[src/rtl/elevator_request_ctrl_if.sv]
// Signal bundle between the button/sensor side and the elevator request front-end.
// The master drives the raw buttons, the floor sensors and the door flag; the slave returns the pending requests and the target.
interface elevator_request_ctrl_if;
    logic [2:0] BtnI;
    logic [2:0] BtnE;
    logic       S0;
    logic       S1;
    logic       S2;
    logic       P;
    logic       I0;
    logic       I1;
    logic       I2;
    logic       E0;
    logic       E1;
    logic       E2;
    logic [1:0] Target;
    logic       Target_Valid;
    logic       Dir_Up;
    logic [1:0] Dbg_State;

    modport master (
        output BtnI, BtnE, S0, S1, S2, P,
        input  I0, I1, I2, E0, E1, E2, Target, Target_Valid, Dir_Up, Dbg_State
    );

    modport slave (
        input  BtnI, BtnE, S0, S1, S2, P,
        output I0, I1, I2, E0, E1, E2, Target, Target_Valid, Dir_Up, Dbg_State
    );
endinterface

[src/rtl/elevator_request_ctrl.sv]
// Elevator request front-end: synchronises and debounces six buttons, latches pending requests,
// clears them on door-open service, and tracks a direction-aware next-target floor.
module elevator_request_ctrl #(
    parameter int DEBOUNCE_CYCLES = 4,
    parameter int CNT_W           = 3
) (
    input logic                    Clk,
    input logic                    Reset,
    elevator_request_ctrl_if.slave bus
);

    typedef enum logic [1:0] {
        ST_IDLE = 2'd0,
        ST_UP   = 2'd1,
        ST_DOWN = 2'd2
    } state_t;

    localparam logic [CNT_W-1:0] L_CNT_MAX  = CNT_W'(DEBOUNCE_CYCLES);
    localparam logic [CNT_W-1:0] L_CNT_FIRE = CNT_W'(DEBOUNCE_CYCLES - 1);

    // Channels 0..2 are cabin buttons, 3..5 are hall buttons.
    logic [5:0]            w_raw;
    logic [5:0]            r_sync1;
    logic [5:0]            r_sync2;
    logic [5:0][CNT_W-1:0] r_cnt;
    logic [5:0]            r_armed;
    logic [5:0]            w_press;

    logic [2:0] r_req_i;
    logic [2:0] r_req_e;
    logic [2:0] w_req;
    logic [2:0] w_clr;
    logic [2:0] w_sensors;
    logic [1:0] r_floor;

    state_t     r_state;
    state_t     w_state_nxt;
    logic [1:0] r_target;
    logic [1:0] w_target_nxt;
    logic       r_valid;
    logic       w_valid_nxt;
    logic       r_dir_up;
    logic       w_dir_nxt;

    logic       w_ge_hit, w_gt_hit, w_le_hit, w_lt_hit;
    logic [1:0] w_ge_idx, w_gt_idx, w_le_idx, w_lt_idx;

    assign w_raw     = {bus.BtnE, bus.BtnI};
    assign w_sensors = {bus.S2, bus.S1, bus.S0};
    assign w_clr     = w_sensors & {3{bus.P}};
    assign w_req     = r_req_i | r_req_e;

    always_ff @(posedge Clk or negedge Reset) begin
        if (!Reset) begin
            r_sync1 <= '0;
            r_sync2 <= '0;
        end else begin
            r_sync1 <= w_raw;
            r_sync2 <= r_sync1;
        end
    end

    always_comb begin
        w_press = '0;
        for (int k = 0; k < 6; k++) begin
            w_press[k] = r_sync2[k] && (r_cnt[k] == L_CNT_FIRE) && r_armed[k];
        end
    end

    // A channel only re-arms after its synchronised input has been seen low.
    always_ff @(posedge Clk or negedge Reset) begin
        if (!Reset) begin
            r_cnt   <= '0;
            r_armed <= '0;
        end else begin
            for (int k = 0; k < 6; k++) begin
                if (!r_sync2[k]) begin
                    r_cnt[k]   <= '0;
                    r_armed[k] <= 1'b1;
                end else begin
                    if (r_cnt[k] < L_CNT_MAX) r_cnt[k] <= r_cnt[k] + 1'b1;
                    if (w_press[k]) r_armed[k] <= 1'b0;
                end
            end
        end
    end

    // Service clear takes priority over a press arriving on the same edge.
    always_ff @(posedge Clk or negedge Reset) begin
        if (!Reset) begin
            r_req_i <= '0;
            r_req_e <= '0;
        end else begin
            r_req_i <= (r_req_i | w_press[2:0]) & ~w_clr;
            r_req_e <= (r_req_e | w_press[5:3]) & ~w_clr;
        end
    end

    always_ff @(posedge Clk or negedge Reset) begin
        if (!Reset) begin
            r_floor <= 2'd0;
        end else begin
            case (w_sensors)
                3'b001:  r_floor <= 2'd0;
                3'b010:  r_floor <= 2'd1;
                3'b100:  r_floor <= 2'd2;
                default: r_floor <= r_floor;
            endcase
        end
    end

    // Nearest pending floors relative to the current floor, in each direction.
    always_comb begin
        w_ge_hit = 1'b0;
        w_ge_idx = 2'd0;
        w_gt_hit = 1'b0;
        w_gt_idx = 2'd0;
        w_le_hit = 1'b0;
        w_le_idx = 2'd0;
        w_lt_hit = 1'b0;
        w_lt_idx = 2'd0;
        for (int k = 2; k >= 0; k--) begin
            if (w_req[k] && (k >= int'(r_floor))) begin
                w_ge_hit = 1'b1;
                w_ge_idx = 2'(k);
            end
            if (w_req[k] && (k > int'(r_floor))) begin
                w_gt_hit = 1'b1;
                w_gt_idx = 2'(k);
            end
        end
        for (int k = 0; k < 3; k++) begin
            if (w_req[k] && (k <= int'(r_floor))) begin
                w_le_hit = 1'b1;
                w_le_idx = 2'(k);
            end
            if (w_req[k] && (k < int'(r_floor))) begin
                w_lt_hit = 1'b1;
                w_lt_idx = 2'(k);
            end
        end
    end

    always_ff @(posedge Clk or negedge Reset) begin
        if (!Reset) begin
            r_state  <= ST_IDLE;
            r_target <= 2'd0;
            r_valid  <= 1'b0;
            r_dir_up <= 1'b1;
        end else begin
            r_state  <= w_state_nxt;
            r_target <= w_target_nxt;
            r_valid  <= w_valid_nxt;
            r_dir_up <= w_dir_nxt;
        end
    end

    always_comb begin
        w_state_nxt  = r_state;
        w_target_nxt = r_target;
        w_valid_nxt  = r_valid;
        w_dir_nxt    = r_dir_up;
        if (w_req == 3'b000) begin
            w_state_nxt  = ST_IDLE;
            w_target_nxt = 2'd0;
            w_valid_nxt  = 1'b0;
        end else begin
            w_valid_nxt = 1'b1;
            case (r_state)
                ST_UP: begin
                    if (w_ge_hit) begin
                        w_state_nxt  = ST_UP;
                        w_target_nxt = w_ge_idx;
                        w_dir_nxt    = 1'b1;
                    end else begin
                        w_state_nxt  = ST_DOWN;
                        w_target_nxt = w_lt_idx;
                        w_dir_nxt    = 1'b0;
                    end
                end
                ST_DOWN: begin
                    if (w_le_hit) begin
                        w_state_nxt  = ST_DOWN;
                        w_target_nxt = w_le_idx;
                        w_dir_nxt    = 1'b0;
                    end else begin
                        w_state_nxt  = ST_UP;
                        w_target_nxt = w_gt_idx;
                        w_dir_nxt    = 1'b1;
                    end
                end
                default: begin
                    if (w_gt_hit) begin
                        w_state_nxt  = ST_UP;
                        w_target_nxt = w_ge_idx;
                        w_dir_nxt    = 1'b1;
                    end else if (w_lt_hit) begin
                        w_state_nxt  = ST_DOWN;
                        w_target_nxt = w_le_idx;
                        w_dir_nxt    = 1'b0;
                    end else begin
                        w_state_nxt  = r_dir_up ? ST_UP : ST_DOWN;
                        w_target_nxt = r_floor;
                    end
                end
            endcase
        end
    end

    assign bus.I0           = r_req_i[0];
    assign bus.I1           = r_req_i[1];
    assign bus.I2           = r_req_i[2];
    assign bus.E0           = r_req_e[0];
    assign bus.E1           = r_req_e[1];
    assign bus.E2           = r_req_e[2];
    assign bus.Target       = r_target;
    assign bus.Target_Valid = r_valid;
    assign bus.Dir_Up       = r_dir_up;
    assign bus.Dbg_State    = r_state;

endmodule

[src/flat_wrapper.sv]
// flat-port wrapper written by rule: the top's interface ports become plain ports
module elevator_request_ctrl_flat 
#(
    parameter int DEBOUNCE_CYCLES = 4,
    parameter int CNT_W           = 3
)
  (Clk, Reset, bus_BtnI, bus_BtnE, bus_S0, bus_S1, bus_S2, bus_P, bus_I0, bus_I1, bus_I2, bus_E0, bus_E1, bus_E2, bus_Target, bus_Target_Valid, bus_Dir_Up, bus_Dbg_State);
  elevator_request_ctrl_if bus_i ();
  input logic Clk;
  input logic Reset;
  input wire logic [$bits(bus_i.BtnI)-1:0] bus_BtnI;
  input wire logic [$bits(bus_i.BtnE)-1:0] bus_BtnE;
  input wire logic [$bits(bus_i.S0)-1:0] bus_S0;
  input wire logic [$bits(bus_i.S1)-1:0] bus_S1;
  input wire logic [$bits(bus_i.S2)-1:0] bus_S2;
  input wire logic [$bits(bus_i.P)-1:0] bus_P;
  output wire logic [$bits(bus_i.I0)-1:0] bus_I0;
  output wire logic [$bits(bus_i.I1)-1:0] bus_I1;
  output wire logic [$bits(bus_i.I2)-1:0] bus_I2;
  output wire logic [$bits(bus_i.E0)-1:0] bus_E0;
  output wire logic [$bits(bus_i.E1)-1:0] bus_E1;
  output wire logic [$bits(bus_i.E2)-1:0] bus_E2;
  output wire logic [$bits(bus_i.Target)-1:0] bus_Target;
  output wire logic [$bits(bus_i.Target_Valid)-1:0] bus_Target_Valid;
  output wire logic [$bits(bus_i.Dir_Up)-1:0] bus_Dir_Up;
  output wire logic [$bits(bus_i.Dbg_State)-1:0] bus_Dbg_State;
  assign bus_i.BtnI = bus_BtnI;
  assign bus_i.BtnE = bus_BtnE;
  assign bus_i.S0 = bus_S0;
  assign bus_i.S1 = bus_S1;
  assign bus_i.S2 = bus_S2;
  assign bus_i.P = bus_P;
  assign bus_I0 = bus_i.I0;
  assign bus_I1 = bus_i.I1;
  assign bus_I2 = bus_i.I2;
  assign bus_E0 = bus_i.E0;
  assign bus_E1 = bus_i.E1;
  assign bus_E2 = bus_i.E2;
  assign bus_Target = bus_i.Target;
  assign bus_Target_Valid = bus_i.Target_Valid;
  assign bus_Dir_Up = bus_i.Dir_Up;
  assign bus_Dbg_State = bus_i.Dbg_State;
  elevator_request_ctrl #(.DEBOUNCE_CYCLES(DEBOUNCE_CYCLES), .CNT_W(CNT_W)) u_core (.Clk(Clk), .Reset(Reset), .bus(bus_i));
endmodule
[config.mk]
export PLATFORM = sky130hd
export DESIGN_NAME = elevator_request_ctrl_flat
export DESIGN_NICKNAME = d
export VERILOG_FILES = /design/src/rtl/elevator_request_ctrl_if.sv /design/src/rtl/elevator_request_ctrl.sv /design/src/flat_wrapper.sv
export SDC_FILE = /design/constraint.sdc
export NUM_CORES = 1
export LEC_CHECK = 0
export BUFFER_PORTS_ARGS = -buffer_cell sky130_fd_sc_hd__buf_2
export CORE_ASPECT_RATIO = 1.25
export CORE_MARGIN = 4
export CORE_UTILIZATION = 61
export DETAILED_ROUTE_END_ITERATION = 7
export GPL_TIMING_DRIVEN = 0
export PLACE_DENSITY = 0.8
export SLEW_MARGIN = 0
export SYNTH_ARGS = -nofsm -noshare
export SYNTH_HDL_FRONTEND = slang
export SYNTH_SLANG_ARGS = --single-unit
[constraint.sdc]
create_clock -name Clk -period 2.8 [get_ports Clk]
set_clock_uncertainty 0.2 [all_clocks]
set_input_delay 0.14 -clock Clk [delete_from_list [all_inputs] [get_ports Clk]]
set_output_delay 0.14 -clock Clk [all_outputs]
set_load 0.01 [all_outputs]
==> out/metrics.cfg <==
[detailed_routing]
dr.pass1.iters = 4
detailed_route_wl_um = 3620
drc = 0
drt_first_iter_violations = 51
ant_nets = 0
routedWlPerCell_um = 14.4
viasPerCell = 5.74
vias = 1441

[floorplanning]
die_width_um = 60.5
design.core.area_um2 = 3250
top_level_ports = 24
initial_util_pct = 64.6
vertical_extent_of_the_die_um = 73.6
fp.dieArea_um2 = 4450
core.rowCount = 23

[setup_path]
timing.critical_path.slowest_stage_cell = dlygate4sd3_1
critPathCaptureType = flop
crit_path_start = u_core.r_cnt[0]
worst_path_dominant_cell_family = buffers and inverters
critPathMostFrequentCell = ha_1
r2r_end = u_core.r_req_i[0]
critPathRequiredTime_ns = 2.78
cp_cell_sequence = ha_1, ha_1, a31oi_1, a21oi_1, dlygate4sd3_1
worst_setup_path_start_kind = flop
r2r-start = u_core.r_cnt[0]
slowest_cell_delay_on_critical_path_ns = 0.55
largest_driver_fanout_on_the_critical_path = 2
timing.critical_path.buf_inv = 1
worstSetupPathType = reg -> reg
worstPathArrival_ns = 1.90
worst-r2r-setup-slack_ns = 0.88
r2r.worst_path.cells = 5

[timing]
layout_worst_path_cycle_share_pct = 68.4
setup_slack_ns = 0.884
timing.final.setup_violations = 0
maxClockFrequency_ghz = 0.522
max_slew.worst_pin.slew_ns = 1.03
final_period_minus_worst_setup_slack_ns = 1.92
drv_slew = 0
finalHoldViolCount = 0
finalSetupTns_ns = 0
grt_setup_unrepaired = no
slew-limit-headroom_pct = 31.0

[global_routing]
maximum_number_of_pins_on_one_net_before_global_route_repair = 51
antenna_found_initial = 0
grt_pass1_vias = 1477
grtUsageTotal_pct = 19.8
grt-ovfl-total = 0
grt_first_pass_wirelength_um = 6490

[pwr]
post-layout-total-power_mw = 2.31
power.static_leakage_nw = 1.23
powerDensity_nw_per_um2 = 930
power.ir.vdd_worst_mv = 0.650

[logic_synthesis]
ys.warnings.count = 0
synth-seq-area-share_pct = 59.6
netlist_area_um2 = 2100
synthSimpleGateAreaFrac_pct = 7.86
synth_top_family_by_area = compound AO/OA/AOI/OAI gates
synth_xor_area_share_pct = 2.50
synthMuxAreaShare_pct = 3.33
synth_fa_ha_area_share_pct = 8.33
yosys-top-cells-area = dfrtp_1, ha_1, inv_1
synth.distinct_cells = 32
synth_top_flop_cell = dfrtp_1
post_synth.cell_area_avg_um2 = 12.4
postSynthCellCount = 170
synth_compound_gate_area_share_pct = 15.0
synth_seq_cells = 50
synth_edf_count = 0
syn_nets = 196
netlist.top_cell.by_area = dfrtp_1
async_reset_ff_share_pct = 100
yosys.area.top_type_share_pct = 58.3

[run]
maxCapViolCount = 0

[cells_and_area]
seqCellArea_um2 = 1250
final.fill_count = 216
layout.cells.most_common_list = dfrtp_1, buf_2, inv_1, ha_1, dlygate4sd3_1
final_layout_size_suffix_gt1_share_pct = 15.9
multiInputGateArea_um2 = 778
nNetsFinal = 239
final_common_cell = dfrtp_1
antenna-diode-count = 0
area.growth.synth_to_final_pct = 18.2

[place]
placement.setup.worst_slack_ns = 0.983
detailed_place_hpwl_um = 2530
numPortBuffers = 23
place_congestion = 0.846

[min_path]
whs_endpoint = u_core.r_sync2[0]
holdCritStartpoint = u_core.r_sync1[0]
hp-class = reg -> reg
whs_path_depth = 0

[cts]
cts.htree.levels = 2
tritoncts = built
path_clk_slew_ns = 0.08
cts.path.max_buffers = 2
clkLatencyLatePin_ns = 0.29
clock_sink_count = 50
cts_made_buffers = 5
post_cts.repair.setup_buffers = 0
clock_tree_root_driver_cell = clkbuf_8

[status]
run_status = completed

-- cell usage after synthesis, types with 3 or more instances --
master and n:
mux2i_1 7, a21oi_1 9, a31oi_1 7, o32ai_1 3, dfrtp_1 49, o21ai_0 9
xnor2_1 6, a21boi_0 6, inv_1 19, ha_1 14, and2_1 6, nor2b_1 6
nor2_1 6
-- metrics by stage --
stage	hold WS [ns]	area, um^2	util (%)	instances
floorplan	-0.356	2100	-	170
global placement	0.0472	2260	69.6	230
detailed placement	0.0501	2260	69.6	230
CTS	0.160	2480	76.4	251
global route	0.164	2480	76.4	251
finish	0.157	2480	76.4	251
-- registers in the layout (all words and copies together), names as in the netlist --
name	cells
u_core.r_cnt	18
u_core.r_req_i	3
u_core.r_sync2	6
u_core.r_floor	2
u_core.bus.Target_Valid	1
u_core.bus.Dir_Up	1
u_core.bus.Target	2
u_core.r_req_e	3
u_core.r_armed	6
u_core.bus.Dbg_State	2
u_core.r_sync1	6
-- routing by layer --
metal  wire length (um)  share of wire (%)  GRT usage [%]
met1               1480                 41           25.3
met2               1860                 52           32.1
met3                232                6.4           4.57
met4                 36                1.0           8.92
met5                  0                  0              0
-- worst max path at each step --
stage                              endpoint  slack (ns)  cells past startpoint
finish                    u_core.r_req_i[0]        0.88                      5
global route              u_core.r_req_i[0]        0.78                      5
CTS                       u_core.r_req_i[0]        0.92                      5
detailed placement        u_core.bus.Dir_Up        0.98                      5
global placement    u_core.bus.Dbg_State[1]        1.06                      4
floorplan           u_core.bus.Dbg_State[1]        1.12                      4
-- kinds of logic (layout without fill, tap and decap cells) --
family	Yosys count	in the layout
adders and majority gates	14	14
AOI/OAI and AO/OA	47	47
and+or+nand+nor	27	27
DFF	50	50
xor gates and xnor gates	6	6
muxes	7	7
buffers and inverters	19	63
-- area by class of cell --
class                           instances  share of cell area (%)
Sequential cell                        50                    50.4
Multi-Input combinational cell        101                    31.3
Timing Repair Buffer                   36                    9.87
Clock buffer                            7                    3.47
Inverter                               19                    2.87
Tap cell                               37                    1.86
Clock inverter                          1                   0.201
-- report_power, final --
part	switching (mW)	internal, mW	leakage (nW)
clock	0.213	0.199	0.0482
sequential	0.175	0.921	0.613
combinational	0.398	0.405	0.567
total	0.786	1.53	1.23
-- worst reg2reg max path, delay by kind of cell, from the launching register on --
kind,cells,cell delay [ns]
flops,1,0.41
buf+inv,1,0.55
fa+ha+maj,2,0.40
compound gates,2,0.24
-- timing repair --
item / in CTS / in global routing
endpoints found under the hold margin: 63 / 0
resized for setup: 0 / 0
hold buffers: 13 / 0
Power figures use the tool's default switching activity.
